==> src/rtl/rbfu_pkg.sv <==
// Shared constants and types for the RBFU result path.
// Opcode encodings and the packed result-entry layout.
package rbfu_pkg;

  localparam int DATA_W = 12;
  localparam int ADDR_W = 8;
  localparam int Q      = 3329;

  typedef enum logic [1:0] {
    OP_NTT  = 2'b00,
    OP_INTT = 2'b01,
    OP_PWM1 = 2'b10,
    OP_PWM2 = 2'b11
  } opcode_e;

  typedef struct packed {
    logic [ADDR_W-1:0] addr0;
    logic [ADDR_W-1:0] addr1;
    opcode_e           opcode;
    logic [DATA_W-1:0] data0;
    logic [DATA_W-1:0] data1;
  } wb_entry_t;

endpackage

==> src/rtl/wb_fifo.sv <==
// Synchronous show-ahead FIFO for RBFU result entries.
// Head entry is visible whenever the FIFO is non-empty.
module wb_fifo #(
  parameter  int DEPTH = 8,
  parameter  int WIDTH = 42,
  localparam int CW    = $clog2(DEPTH + 1),
  localparam int PW    = $clog2(DEPTH)
) (
  input  logic             clk,
  input  logic             rst_n,
  input  logic             push,
  input  logic [WIDTH-1:0] push_data,
  input  logic             pop,
  output logic [WIDTH-1:0] head,
  output logic [CW-1:0]    count,
  output logic             full,
  output logic             empty
);

  logic [WIDTH-1:0] mem [DEPTH];
  logic [PW-1:0]    wptr;
  logic [PW-1:0]    rptr;
  logic             do_pop;

  assign empty  = (count == '0);
  assign full   = (count == CW'(DEPTH));
  assign do_pop = pop && !empty;
  assign head   = mem[rptr];

  function automatic logic [PW-1:0] nxt(input logic [PW-1:0] p);
    return (p == PW'(DEPTH - 1)) ? '0 : p + 1'b1;
  endfunction

  always_ff @(posedge clk) begin
    if (push) mem[wptr] <= push_data;
  end

  always_ff @(posedge clk or negedge rst_n) begin
    if (!rst_n) begin
      wptr  <= '0;
      rptr  <= '0;
      count <= '0;
    end else begin
      if (push)   wptr <= nxt(wptr);
      if (do_pop) rptr <= nxt(rptr);
      count <= count + CW'(push) - CW'(do_pop);
    end
  end

endmodule

==> src/rtl/rbfu_writeback.sv <==
// RBFU result writeback: tags issues through the RBFU latency,
// queues Dout pairs and hands them to coefficient memory in order.
module rbfu_writeback #(
  parameter int DATA_W   = rbfu_pkg::DATA_W,
  parameter int ADDR_W   = rbfu_pkg::ADDR_W,
  parameter int RBFU_LAT = 4,
  parameter int DEPTH    = 8,
  parameter int Q        = rbfu_pkg::Q
) (
  input  logic              clk,
  input  logic              rst_n,
  input  logic              issue_valid,
  output logic              issue_ready,
  input  logic [ADDR_W-1:0] issue_addr0,
  input  logic [ADDR_W-1:0] issue_addr1,
  input  logic [1:0]        issue_opcode,
  input  logic [DATA_W-1:0] Dout1,
  input  logic [DATA_W-1:0] Dout2,
  output logic              wr_valid,
  input  logic              wr_ready,
  output logic [ADDR_W-1:0] wr_addr0,
  output logic [DATA_W-1:0] wr_data0,
  output logic [ADDR_W-1:0] wr_addr1,
  output logic [DATA_W-1:0] wr_data1,
  output logic [1:0]        wr_opcode,
  output logic              busy,
  output logic              range_err
);

  import rbfu_pkg::*;

  if (DEPTH < 2) begin : g_depth_chk
    $error("rbfu_writeback: DEPTH must be >= 2");
  end
  if (RBFU_LAT < 1) begin : g_lat_chk
    $error("rbfu_writeback: RBFU_LAT must be >= 1");
  end

  localparam int CW = $clog2(DEPTH + 1);
  localparam int EW = 2 * ADDR_W + 2 + 2 * DATA_W;

  logic [RBFU_LAT-1:0] tag_v;
  logic [ADDR_W-1:0]   tag_a0 [RBFU_LAT];
  logic [ADDR_W-1:0]   tag_a1 [RBFU_LAT];
  logic [1:0]          tag_op [RBFU_LAT];
  logic [CW-1:0]       inflight;
  logic [CW-1:0]       count;
  logic [CW:0]         used;
  logic [EW-1:0]       push_data;
  logic [EW-1:0]       head;
  logic                fire;
  logic                capture;
  logic                pop;
  logic                full;
  logic                empty;

  assign fire    = issue_valid && issue_ready;
  assign capture = tag_v[RBFU_LAT-1];
  assign pop     = wr_valid && wr_ready;

  // Credits cover both queued and in-flight results, so a capture
  // always finds a free FIFO slot.
  assign used        = {1'b0, count} + {1'b0, inflight};
  assign issue_ready = used < (CW + 1)'(DEPTH);
  assign busy        = (inflight != '0) || !empty;
  assign wr_valid    = !empty;

  assign push_data = {tag_a0[RBFU_LAT-1], tag_a1[RBFU_LAT-1],
                      tag_op[RBFU_LAT-1], Dout1, Dout2};

  assign {wr_addr0, wr_addr1, wr_opcode, wr_data0, wr_data1} =
    empty ? '0 : head;

  always_ff @(posedge clk or negedge rst_n) begin
    if (!rst_n) begin
      tag_v    <= '0;
      inflight <= '0;
      for (int i = 0; i < RBFU_LAT; i++) begin
        tag_a0[i] <= '0;
        tag_a1[i] <= '0;
        tag_op[i] <= '0;
      end
    end else begin
      tag_v[0]  <= fire;
      tag_a0[0] <= issue_addr0;
      tag_a1[0] <= issue_addr1;
      tag_op[0] <= issue_opcode;
      for (int i = 1; i < RBFU_LAT; i++) begin
        tag_v[i]  <= tag_v[i-1];
        tag_a0[i] <= tag_a0[i-1];
        tag_a1[i] <= tag_a1[i-1];
        tag_op[i] <= tag_op[i-1];
      end
      inflight <= inflight + CW'(fire) - CW'(capture);
    end
  end

  always_ff @(posedge clk or negedge rst_n) begin
    if (!rst_n) begin
      range_err <= 1'b0;
    end else if (capture &&
                 ({1'b0, Dout1} >= (DATA_W + 1)'(Q) ||
                  {1'b0, Dout2} >= (DATA_W + 1)'(Q))) begin
      range_err <= 1'b1;
    end
  end

  wb_fifo #(
    .DEPTH (DEPTH),
    .WIDTH (EW)
  ) u_fifo (
    .clk       (clk),
    .rst_n     (rst_n),
    .push      (capture),
    .push_data (push_data),
    .pop       (pop),
    .head      (head),
    .count     (count),
    .full      (full),
    .empty     (empty)
  );

  a_no_overflow : assert property (
    @(posedge clk) disable iff (!rst_n) !(capture && full && !pop)
  );

endmodule

==> config.mk <==
export PLATFORM = sky130hd
export DESIGN_NAME = rbfu_writeback
export DESIGN_NICKNAME = d
export VERILOG_FILES = /design/src/rtl/rbfu_pkg.sv /design/src/rtl/wb_fifo.sv /design/src/rtl/rbfu_writeback.sv
export SDC_FILE = /design/constraint.sdc
export NUM_CORES = 1
export LEC_CHECK = 0
export ABC_AREA = 0
export BUFFER_PORTS_ARGS = -buffer_cell sky130_fd_sc_hd__buf_2
export CAP_MARGIN = 20
export CORE_MARGIN = 4
export CORE_UTILIZATION = 60
export DETAILED_ROUTE_END_ITERATION = 6
export GPL_TIMING_DRIVEN = 0
export PLACE_DENSITY = 0.79
export SLEW_MARGIN = 20
export SYNTH_ARGS = -nofsm -noshare
export SYNTH_HDL_FRONTEND = slang
export SYNTH_HIERARCHICAL = 1
export SYNTH_SLANG_ARGS = --single-unit
==> constraint.sdc <==
create_clock -name clk -period 4.9 [get_ports clk]
set_clock_uncertainty 0.1 [all_clocks]
set_input_delay 0.245 -clock clk [delete_from_list [all_inputs] [get_ports clk]]
set_output_delay 0.245 -clock clk [all_outputs]
set_load 0.1 [all_outputs]
==> impl_metrics.py, run 1 <==
metrics = {
    "outcome": {
        "status": "complete, no violations",
    },
    "synthesis": {
        "syn_nets": 775,
        "netlist_area_sq_mm": 0.0161,
        "syn_avg_cell_area_sq_um": 22.7,
        "synthCells": 710,
        "synth_warnings": 6,
    },
    "floorplanning": {
        "rows": 59,
        "die_h_microns": 172,
        "dieWidth_microns": 172,
        "dieArea_sq_mm": 0.0295,
        "initial_core_util_pct": 61.4,
        "coreArea_sq_mm": 0.0262,
        "num_io_pins": 92,
    },
    "critical_path": {
        "path_delay_family": "buffers and inverters",
        "cp_common_cell": "clkbuf_1",
        "path_cells": "clkbuf_1, clkbuf_1, mux2_4, nor2b_1, buf_2",
        "cp.depth": 5,
        "criticalPathCategory": "reg2out",
        "crit_buf_inv": 3,
        "crit_arrival_ns": 3.13,
        "max_stage_delay_ns": 0.82,
        "worstPathRequired_ns": 4.55,
        "worst_setup_path_start_kind": "flop",
        "crit_slowest_cell": "clkbuf_1",
        "cp-end-kind": "primary output",
        "crit-reg2reg-capture": "u_fifo/count[2]",
        "reg2reg_depth": 11,
        "timing.rr.start": "u_fifo/count[2]",
        "cp_max_fo": 10,
        "ff2ff_setup_slack_ns": 1.91,
    },
    "layout": {
        "drive_above_1_share_pct": 33.0,
        "antenna_cells": 0,
        "fin_area_sq_mm": 0.0193,
        "nFillCells": 1427,
        "nets": 981,
        "area_delta_synth_final_pct": 19.7,
        "seq_area_sq_mm": 0.0124,
        "multi_input_area_sq_mm": 0.00351,
    },
    "routing": {
        "route.detailed.wl_per_inst_microns": 24.7,
        "vias_per_cell": 5.99,
        "drc": 0,
        "ant_nets": 0,
        "vias": 7668,
        "drt-total-wl_microns": 31600,
        "drt_iter0_drc": 629,
        "drt_first_pass_iters": 5,
    },
    "job": {
        "max-cap-violations": 0,
    },
    "timing": {
        "setup_ws_ns": 1.42,
        "fin_crit_ns": 3.48,
        "rsz0062_at_grt": "no",
        "hold_viol": 0,
        "relSlewSlack_pct": 31.3,
        "worstMarginPinSlew_ns": 1.03,
        "fmax_mhz": 288,
        "period_share_pct": 71.0,
        "setup_viol": 0,
        "slew_viol_final": 0,
    },
    "clock_network": {
        "path_clk_slew_ns": 0.06,
        "cts_inserted_buffers": 42,
        "cts.root.buffer_cell": "clkbuf_16",
        "tritoncts": "built",
        "cts_sinks": 427,
        "clockBufferDepth": 3,
        "post_cts_resized": 0,
        "clk_latency_ns": 0.53,
        "ctsHtreeMaxLevel": 2,
    },
    "placed_design": {
        "dpl-instance-area_sq_mm": 0.0175,
        "portBuffers": 91,
        "preCtsSetupSlack_ns": 2.01,
        "gp_congestion": 0.755,
        "post-dp-hpwl_microns": 18900,
    },
    "global_route": {
        "grt.total_usage_pct": 22.3,
        "grt_pass1_wl_microns": 48700,
        "antenna_found_initial": 0,
        "grt_max_degree": 80,
        "grt_overflow": 0,
        "grt_pass1_vias": 8229,
    },
    "min_path": {
        "hold_path.class": "in2async",
    },
}
-- metal layers --
layer	wire, microns	vias to the layer above	global-route usage (%)
met4	760	0	6.87
li1	-	3262	-
met2	16200	304	37.3
met3	1980	54	3.91
met1	12700	4048	30.7
met5	0	-	0
-- area by class of cell --
type / count / area share (%)
Clock buffer: 51 / 5.74
Buffer: 28 / 1.09
Tap cell: 335 / 2.18
Clock inverter: 23 / 1.04
Sequential cell: 427 / 64.2
Timing Repair Buffer: 162 / 7.20
Inverter: 16 / 0.312
Multi-Input combinational cell: 239 / 18.2
-- worst max-delay path by stage --
stage	slack, ns	end	startpoint
final	1.42	wr_addr1[0]	u_fifo/rptr[1]
after detailed placement	2.01	u_fifo/count[2]	u_fifo/count[2]
after CTS	1.44	wr_addr1[0]	u_fifo/rptr[1]
after floorplan	0.80	u_fifo/mem[0][0]	tag_v[3]
after global placement	-2.34	u_fifo/mem[1][15]	tag_v[3]
after global routing	1.34	wr_data0[11]	u_fifo/rptr[1]
-- metrics by stage --
stage          std cells  TNS (ns)  utilization (%)  hold WS [ns]
4_1_cts             1281         0             73.5         0.191
3_5_place_dp        1162         0             66.8       -0.0192
6_report            1281         0             73.5         0.170
2_1_floorplan        710         0                -        -0.151
3_3_place_gp        1136   -213.34             64.7         0.231
5_1_grt             1281         0             73.5         0.219
-- placed cells by master (no fill, tap or decap), types with 3 or more instances in the layout --
master         count
mux4_2            64
clkbuf_1          17
buf_4              8
ha_1              17
buf_2             96
xor2_1             3
inv_1             16
mux2_4            38
buf_12             5
clkinv_1           8
nand2_1            6
edfxtp_1         336
nand4_1            4
clkinvlp_4         5
dlygate4sd3_1     45
buf_1              5
bufinv_16          3
mux2_2             8
nor2_4             6
nand2b_1           3
clkbuf_16         43
clkinv_2           5
mux4_1            20
nor2b_1           44
dfrtp_1           91
a21oi_1            4
buf_16            13
buf_6              7
-- registers in the layout, indices dropped and copies added, names as in the netlist --
name / count
tag_a0: 24
u_fifo/rptr: 3
u_fifo/wptr: 3
push_data: 18
tag_a1: 24
u_fifo/mem: 336
u_fifo/count: 4
tag_op: 6
inflight: 4
tag_v: 4
range_err: 1
-- worst reg2reg max path: cells and delay by family, from the launching register on --
| kind | cells | cell delay (ns) |
|---|---|---|
| DFF | 1 | 0.39 |
| and+or+nand+nor | 3 | 0.93 |
| adders and majority gates | 4 | 1.01 |
| buffers and inverters | 3 | 0.26 |
| xor gates and xnor gates | 1 | 0.18 |
-- timing repair --
action                    in CTS  in global routing
hold endpoints to repair     302                  0
hold buffers                  45                  0
buffers inserted               0                  0
Power of run 1 is not shown: default switching activity piles up to over one toggle a cycle in this logic, so the estimate is an artifact.
==> run 2, diff against run 1 <==
--- a/config.mk
+++ b/config.mk
@@ -5,11 +5,11 @@
 export SDC_FILE = /design/constraint.sdc
 export NUM_CORES = 1
 export LEC_CHECK = 0
-export ABC_AREA = 0
+export ABC_AREA = 1
 export BUFFER_PORTS_ARGS = -buffer_cell sky130_fd_sc_hd__buf_2
 export CAP_MARGIN = 20
 export CORE_MARGIN = 4
-export CORE_UTILIZATION = 60
+export CORE_UTILIZATION = 61
 export DETAILED_ROUTE_END_ITERATION = 6
 export GPL_TIMING_DRIVEN = 0
 export PLACE_DENSITY = 0.79
==> constraint.sdc (replaced) <==
create_clock -name clk -period 3.3 [get_ports clk]
set_clock_uncertainty 0.1 [all_clocks]
set_input_delay 0.165 -clock clk [delete_from_list [all_inputs] [get_ports clk]]
set_output_delay 0.165 -clock clk [all_outputs]
set_load 0.1 [all_outputs]
==> run 2 against run 1 <==
- non-clock buffer count increased by 32
- setup slack lost 1.1 ns
- first-iteration DRC count up 100%
- critical endpoint is now u_fifo/count[2]
- critical path type is now reg2reg
- critical path depth up 8
- via count grew 61%
==> impl_metrics.py, run 2 <==
metrics = {
    "timing": {
        "hold_viol": 0,
        "worstMarginPinSlew_ns": 0.814,
        "fmax_mhz": 334,
        "rsz0062_at_grt": "no",
        "slew_viol_final": 0,
        "fin_crit_ns": 2.99,
        "period_share_pct": 90.6,
        "relSlewSlack_pct": 45.6,
        "setup_viol": 0,
    },
    "job": {
        "max-cap-violations": 0,
    },
    "layout": {
        "nets": 2036,
        "fin_area_sq_mm": 0.0212,
        "mostFrequentLayoutCells": "nand2_1 (580), inv_1 (412), edfxtp_1 (336), nand3_1 (176), buf_2 (131)",
        "largest_registers": "u_fifo/mem: 336 flops, tag_a0: 24 flops, tag_a1: 24 flops",
        "area_delta_synth_final_pct": 17.5,
        "largest_reg_flops": 336,
        "drive_above_1_share_pct": 12.1,
        "final-instance-count-excl-fill": 2388,
        "largest_register": "u_fifo/mem",
        "layout_commonest_cell": "nand2_1",
        "antenna_cells": 0,
        "final_util_pct": 73.3,
    },
    "min_path": {
        "hold_path.class": "in2async",
    },
    "placed_design": {
        "gp_congestion": 0.793,
        "dpl.cell_count": 2265,
        "post-dp-hpwl_microns": 26200,
        "portBuffers": 91,
        "dpl-instance-area_sq_mm": 0.0195,
    },
    "global_route": {
        "grt_overflow": 0,
        "grt_max_degree": 76,
        "grt.total_usage_pct": 25.2,
        "grt_pass1_vias": 12600,
        "antenna_found_initial": 0,
        "grt_pass1_wl_microns": 65000,
    },
    "critical_path": {
        "startpoint": "u_fifo/count[2]",
        "worstPathRequired_ns": 3.60,
        "crit_slowest_cell": "dfrtp_1",
        "worst_setup_path_start_kind": "flop",
        "max_stage_delay_ns": 0.39,
        "cp-end-kind": "flop",
        "cp_max_fo": 9,
        "path_cells": "inv_1, ha_1, nand3_1, inv_1, buf_2, nor2_1, nand2_1, inv_1, ha_1, inv_1, ha_1, fa_1, xor2_1",
        "criticalPathCategory": "reg2reg",
        "crit_arrival_ns": 3.29,
        "cp_common_cell": "inv_1",
        "timing.rr.start": "u_fifo/count[2]",
    },
    "routing": {
        "drt_first_pass_iters": 6,
        "route.detailed.wl_per_inst_microns": 17.1,
        "ant_nets": 0,
        "vias_per_cell": 5.18,
        "drt-total-wl_microns": 40900,
        "drt_iter0_drc": 1287,
        "drc": 0,
        "vias": 12400,
    },
    "synthesis": {
        "synthCells": 1774,
        "synth_warnings": 6,
        "syn_nets": 1839,
        "syn_avg_cell_area_sq_um": 10.2,
        "netlist_area_sq_mm": 0.0180,
    },
    "floorplanning": {
        "die_h_microns": 180,
        "initial_core_util_pct": 62.3,
        "rows": 62,
        "num_io_pins": 92,
        "dieWidth_microns": 180,
        "coreArea_sq_mm": 0.0289,
        "dieArea_sq_mm": 0.0324,
    },
    "clock_network": {
        "cts_inserted_buffers": 43,
        "clockBufferDepth": 3,
        "tritoncts": "built",
        "clk_latency_ns": 0.54,
        "path_clk_slew_ns": 0.06,
        "cts.root.buffer_cell": "clkbuf_16",
        "ctsHtreeMaxLevel": 2,
        "cts_sinks": 427,
    },
    "outcome": {
        "status": "complete, no violations",
    },
    "power": {
        "leakage_nw": 10.1,
        "vdd_drop_max_mv": 1.07,
        "power.total_mw": 20.4,
        "powerDensity_mw_per_mm2": 960,
    },
}
[run 2: cell type report]
cell class | count | area [sq um]
flip-flops and latches | 427 | 12400
fillers | 1858 | 7730
multi-input cells | 859 | 3750
inverters | 418 | 1570
repair buffers | 152 | 1350
clock buffers | 59 | 1160
well taps | 384 | 480
plain buffers | 70 | 414
clock inverters | 19 | 121
[run 2: worst paths after layout]
check | to | slack [ns] | depth (start not counted)
max | u_fifo/count[2] | 0.31 | 13
min | tag_a1[11] | 0.08 | 3
max reg2reg | u_fifo/count[2] | 0.31 | 13
min reg2reg | push_data[33] | 0.24 | 0
max in group asynchronous | tag_op[2] | 1.97 | 3
min in group clk | u_fifo/rptr[0] | 0.08 | 5
[run 2: what timing repair did]
action                                  4_1_cts  5_1_grt
setup buffers                                 0        0
hold buffers                                 45        0
resized for setup                             0        2
endpoints found under the hold margin       302        0
endpoints found under the setup margin        0        2
[run 2: critical path: cells and delay by family (launching register included)]
family | cells | cell delay [ns]
AND/OR/NAND/NOR | 3 | 0.45
buffers and inverters | 5 | 0.66
adder cells (fa/ha/maj) | 4 | 1.07
flip-flops | 1 | 0.39
XOR/XNOR | 1 | 0.18
[run 2: report_power, final]
part           internal [mW]  switching (mW)  leakage, nW
Combinational           2.04            7.53         5.42
Sequential              6.18           0.157         4.10
Clock                   2.53            1.90        0.628
[run 2: per-stage QoR]
stage / TNS [ns] / setup slack [ns] / hold WS (ns)
2_1_floorplan: 0 / 0.390 / -0.231
4_1_cts: 0 / 0.153 / 0.0510
6_report: 0 / 0.309 / 0.0786
3_5_place_dp: 0 / 0.349 / -0.0913
5_1_grt: 0 / 0.133 / 0.119
3_3_place_gp: -381.44 / -1.23 / 0.172
[run 2: routing by layer]
layer,track usage [%],part of all wire [%]
met1,32.4,38
met2,43.4,50
met3,4.67,9.2
met4,9.11,3.1
met5,0,0
Note: power is estimated with default switching activity, not from simulation.
==> run 3, diff against run 2 <==
--- a/config.mk
+++ b/config.mk
@@ -6,13 +6,15 @@
 export NUM_CORES = 1
 export LEC_CHECK = 0
 export ABC_AREA = 1
-export BUFFER_PORTS_ARGS = -buffer_cell sky130_fd_sc_hd__buf_2
+export ABC_CLOCK_PERIOD_IN_PS = 3300
+export BUFFER_PORTS_ARGS = -buffer_cell sky130_fd_sc_hd__buf_4
 export CAP_MARGIN = 20
 export CORE_MARGIN = 4
 export CORE_UTILIZATION = 61
 export DETAILED_ROUTE_END_ITERATION = 6
 export GPL_TIMING_DRIVEN = 0
 export PLACE_DENSITY = 0.79
+export REMOVE_ABC_BUFFERS = 1
 export SLEW_MARGIN = 20
 export SYNTH_ARGS = -nofsm -noshare
 export SYNTH_HDL_FRONTEND = slang
==> run 3 against run 2 <==
- combinational power fell by 2.3%
- power rose by 2.3%
- final cell count is 2.6% lower
- clock power grew 11%
- highest routed layer unchanged
==> impl_metrics.py, run 3 (synthesis gave the netlist of run 2 again) <==
metrics = {
    "power": {
        "vdd_drop_max_mv": 0.913,
        "internal_power_mw": 11.5,
        "seqPwrFrac_pct": 31.5,
        "switching_power_mw": 9.37,
        "combPwrFrac_pct": 45.0,
        "switching_share_pct": 45.0,
        "pwr-share-clk_pct": 23.6,
        "powerDensity_mw_per_mm2": 972,
        "leakage_nw": 10.1,
    },
    "clock_network": {
        "cts_sinks": 427,
        "cts_inserted_buffers": 42,
        "clk_latency_ns": 0.53,
        "cts.root.buffer_cell": "clkbuf_16",
        "ctsHtreeMaxLevel": 2,
        "clockBufferDepth": 3,
        "path_clk_slew_ns": 0.06,
        "tritoncts": "built",
    },
    "timing": {
        "fmax_mhz": 319,
        "slew_viol_final": 0,
        "relSlewSlack_pct": 45.3,
        "rsz0062_at_grt": "no",
        "fin_tns_setup_ns": 0,
        "worstMarginPinSlew_ns": 0.821,
        "setup_ws_ns": 0.164,
        "hold_ws_ns": 0.151,
        "hold_viol": 0,
        "period_share_pct": 95.0,
        "setup_viol": 0,
        "fin_crit_ns": 3.14,
    },
    "global_route": {
        "grt_pass1_wl_microns": 60200,
        "grt.met2_usage_pct": 40.3,
        "antenna_found_initial": 0,
        "gr-max-usage-layer": "met2",
        "grt_pass1_vias": 11900,
        "grt_overflow": 0,
        "grt.total_usage_pct": 23.4,
        "grt_max_degree": 92,
        "gr-usage-met3_pct": 3.44,
        "met1_usage_pct": 30.1,
    },
    "critical_path": {
        "cp_common_cell": "nand2_1",
        "worstPathRequired_ns": 3.03,
        "cp-end-kind": "primary output",
        "cp_max_fo": 56,
        "max_stage_delay_ns": 0.62,
        "crit_arrival_ns": 2.87,
        "path_cells": "buf_16, inv_8, buf_16, nand3_1, nand2_1, nand2_1, nand2_1, inv_1, nor2_1, buf_4",
        "criticalPathCategory": "reg2out",
        "crit_slowest_cell": "dfrtp_4",
        "crit_buf_inv": 5,
        "path_delay_family": "buffers and inverters",
        "worst_setup_path_start_kind": "flop",
    },
    "floorplanning": {
        "die_h_microns": 180,
        "dieArea_sq_mm": 0.0324,
        "initial_core_util_pct": 62.3,
        "rows": 62,
        "num_io_pins": 92,
        "dieWidth_microns": 180,
        "coreArea_sq_mm": 0.0289,
    },
    "layout": {
        "nets": 1975,
        "antenna_cells": 0,
        "area_delta_synth_final_pct": 18.7,
        "nFillCells": 1748,
        "final_util_pct": 74.0,
        "mostFrequentLayoutCells": "nand2_1 (580), inv_1 (410), edfxtp_1 (336), nand3_1 (176), buf_4 (90)",
        "largest_registers": "u_fifo/mem: 336 flops, tag_a0: 24 flops, tag_a1: 24 flops",
        "final-instance-count-excl-fill": 2326,
        "largest_register": "u_fifo/mem",
        "layout_commonest_cell": "nand2_1",
        "drive_above_1_share_pct": 10.3,
        "largest_reg_flops": 336,
    },
    "routing": {
        "vias": 11900,
        "drt_first_pass_iters": 7,
        "vias_per_cell": 5.14,
        "drt_iter0_drc": 1053,
        "route.detailed.wl_per_inst_microns": 16.6,
        "drt-total-wl_microns": 38500,
        "drc": 0,
        "ant_nets": 0,
    },
    "min_path": {
        "hold_path.class": "in2async",
    },
    "placed_design": {
        "gp_congestion": 0.724,
        "portBuffers": 91,
        "post-dp-hpwl_microns": 21400,
        "dpl.cell_count": 2201,
        "preCtsSetupSlack_ns": 0.394,
    },
    "outcome": {
        "status": "complete, no violations",
    },
    "job": {
        "max-cap-violations": 0,
    },
}
[run 3: cell count changes in the layout (fill, tap and decap cells not counted), moves of 4 or more]
cell / delta
buf_6: -9
clkinv_1: +4
clkinv_2: -4
bufinv_16: +5
buf_4: +82
buf_12: +6
buf_2: -131
clkbuf_1: -16
[run 3: final cells by class]
class	count	area (sq um)	area share, %
well taps	384	480	2.24
clock inverters	22	248	1.16
inverters	418	1600	7.45
multi-input cells	859	3750	17.5
repair buffers	162	1770	8.28
flip-flops and latches	427	12400	57.8
clock buffers	54	1190	5.56
[run 3: power by group through the flow]
stage | clock (mW) | combinational, mW | sequential, mW
floorplan | 0 | 6.71 | 6.74
global placement | 0 | 7.91 | 6.98
detailed placement | 0 | 9.01 | 6.74
CTS | 4.97 | 9.22 | 6.60
global route | 5.21 | 10.0 | 6.59
finish | 4.91 | 9.36 | 6.55
[run 3: worst reg2reg max path: stages (launching register included)]
cell     delay (ns)
dfrtp_1        0.40
inv_1          0.09
ha_1           0.15
nand3_1        0.11
inv_2          0.41
nor2_1         0.13
nand2_1        0.17
inv_1          0.10
ha_1           0.28
inv_1          0.04
ha_1           0.20
fa_1           0.38
xor2_1         0.17
[run 3: through the flow]
stage | power [mW] | instance area, sq um
finish | 20.8 | 21400
floorplan | 13.4 | 17600
detailed placement | 15.8 | 19400
global route | 21.8 | 21400
global placement | 14.9 | 18800
CTS | 20.8 | 21400
[run 3: what timing repair did]
action | CTS | global route
hold endpoints to repair | 304 | 0
hold buffers | 45 | 0
resized for setup | 3 | 1
setup endpoints to repair | 30 | 26
pin swaps | 0 | 0
buffers inserted | 1 | 2
cloned | 0 | 1
[run 3: per-layer routing]
metal / wire length (microns) / part of all wire, % / vias to the layer above
li1: - / - / 5715
met2: 19200 / 50 / 518
met1: 15200 / 39 / 5628
met3: 2940 / 7.6 / 85
met5: 0 / 0 / -
met4: 1140 / 2.9 / 0
[run 3: path summary, 6_finish.rpt]
path                                      start              end  slack, ns  depth (start not counted)
worst min-delay path                      rst_n       tag_a0[28]       0.15                          2
max in group asynchronous                 rst_n   u_fifo/rptr[1]       2.32                          2
worst max register to register  u_fifo/count[2]  u_fifo/count[2]       0.46                         12
worst max-delay path             u_fifo/rptr[1]     wr_opcode[1]       0.16                         10
worst min register to register        tag_op[4]        tag_op[2]       0.24                          0
min in group clk                 issue_addr0[5]       tag_a0[29]       0.17                          2
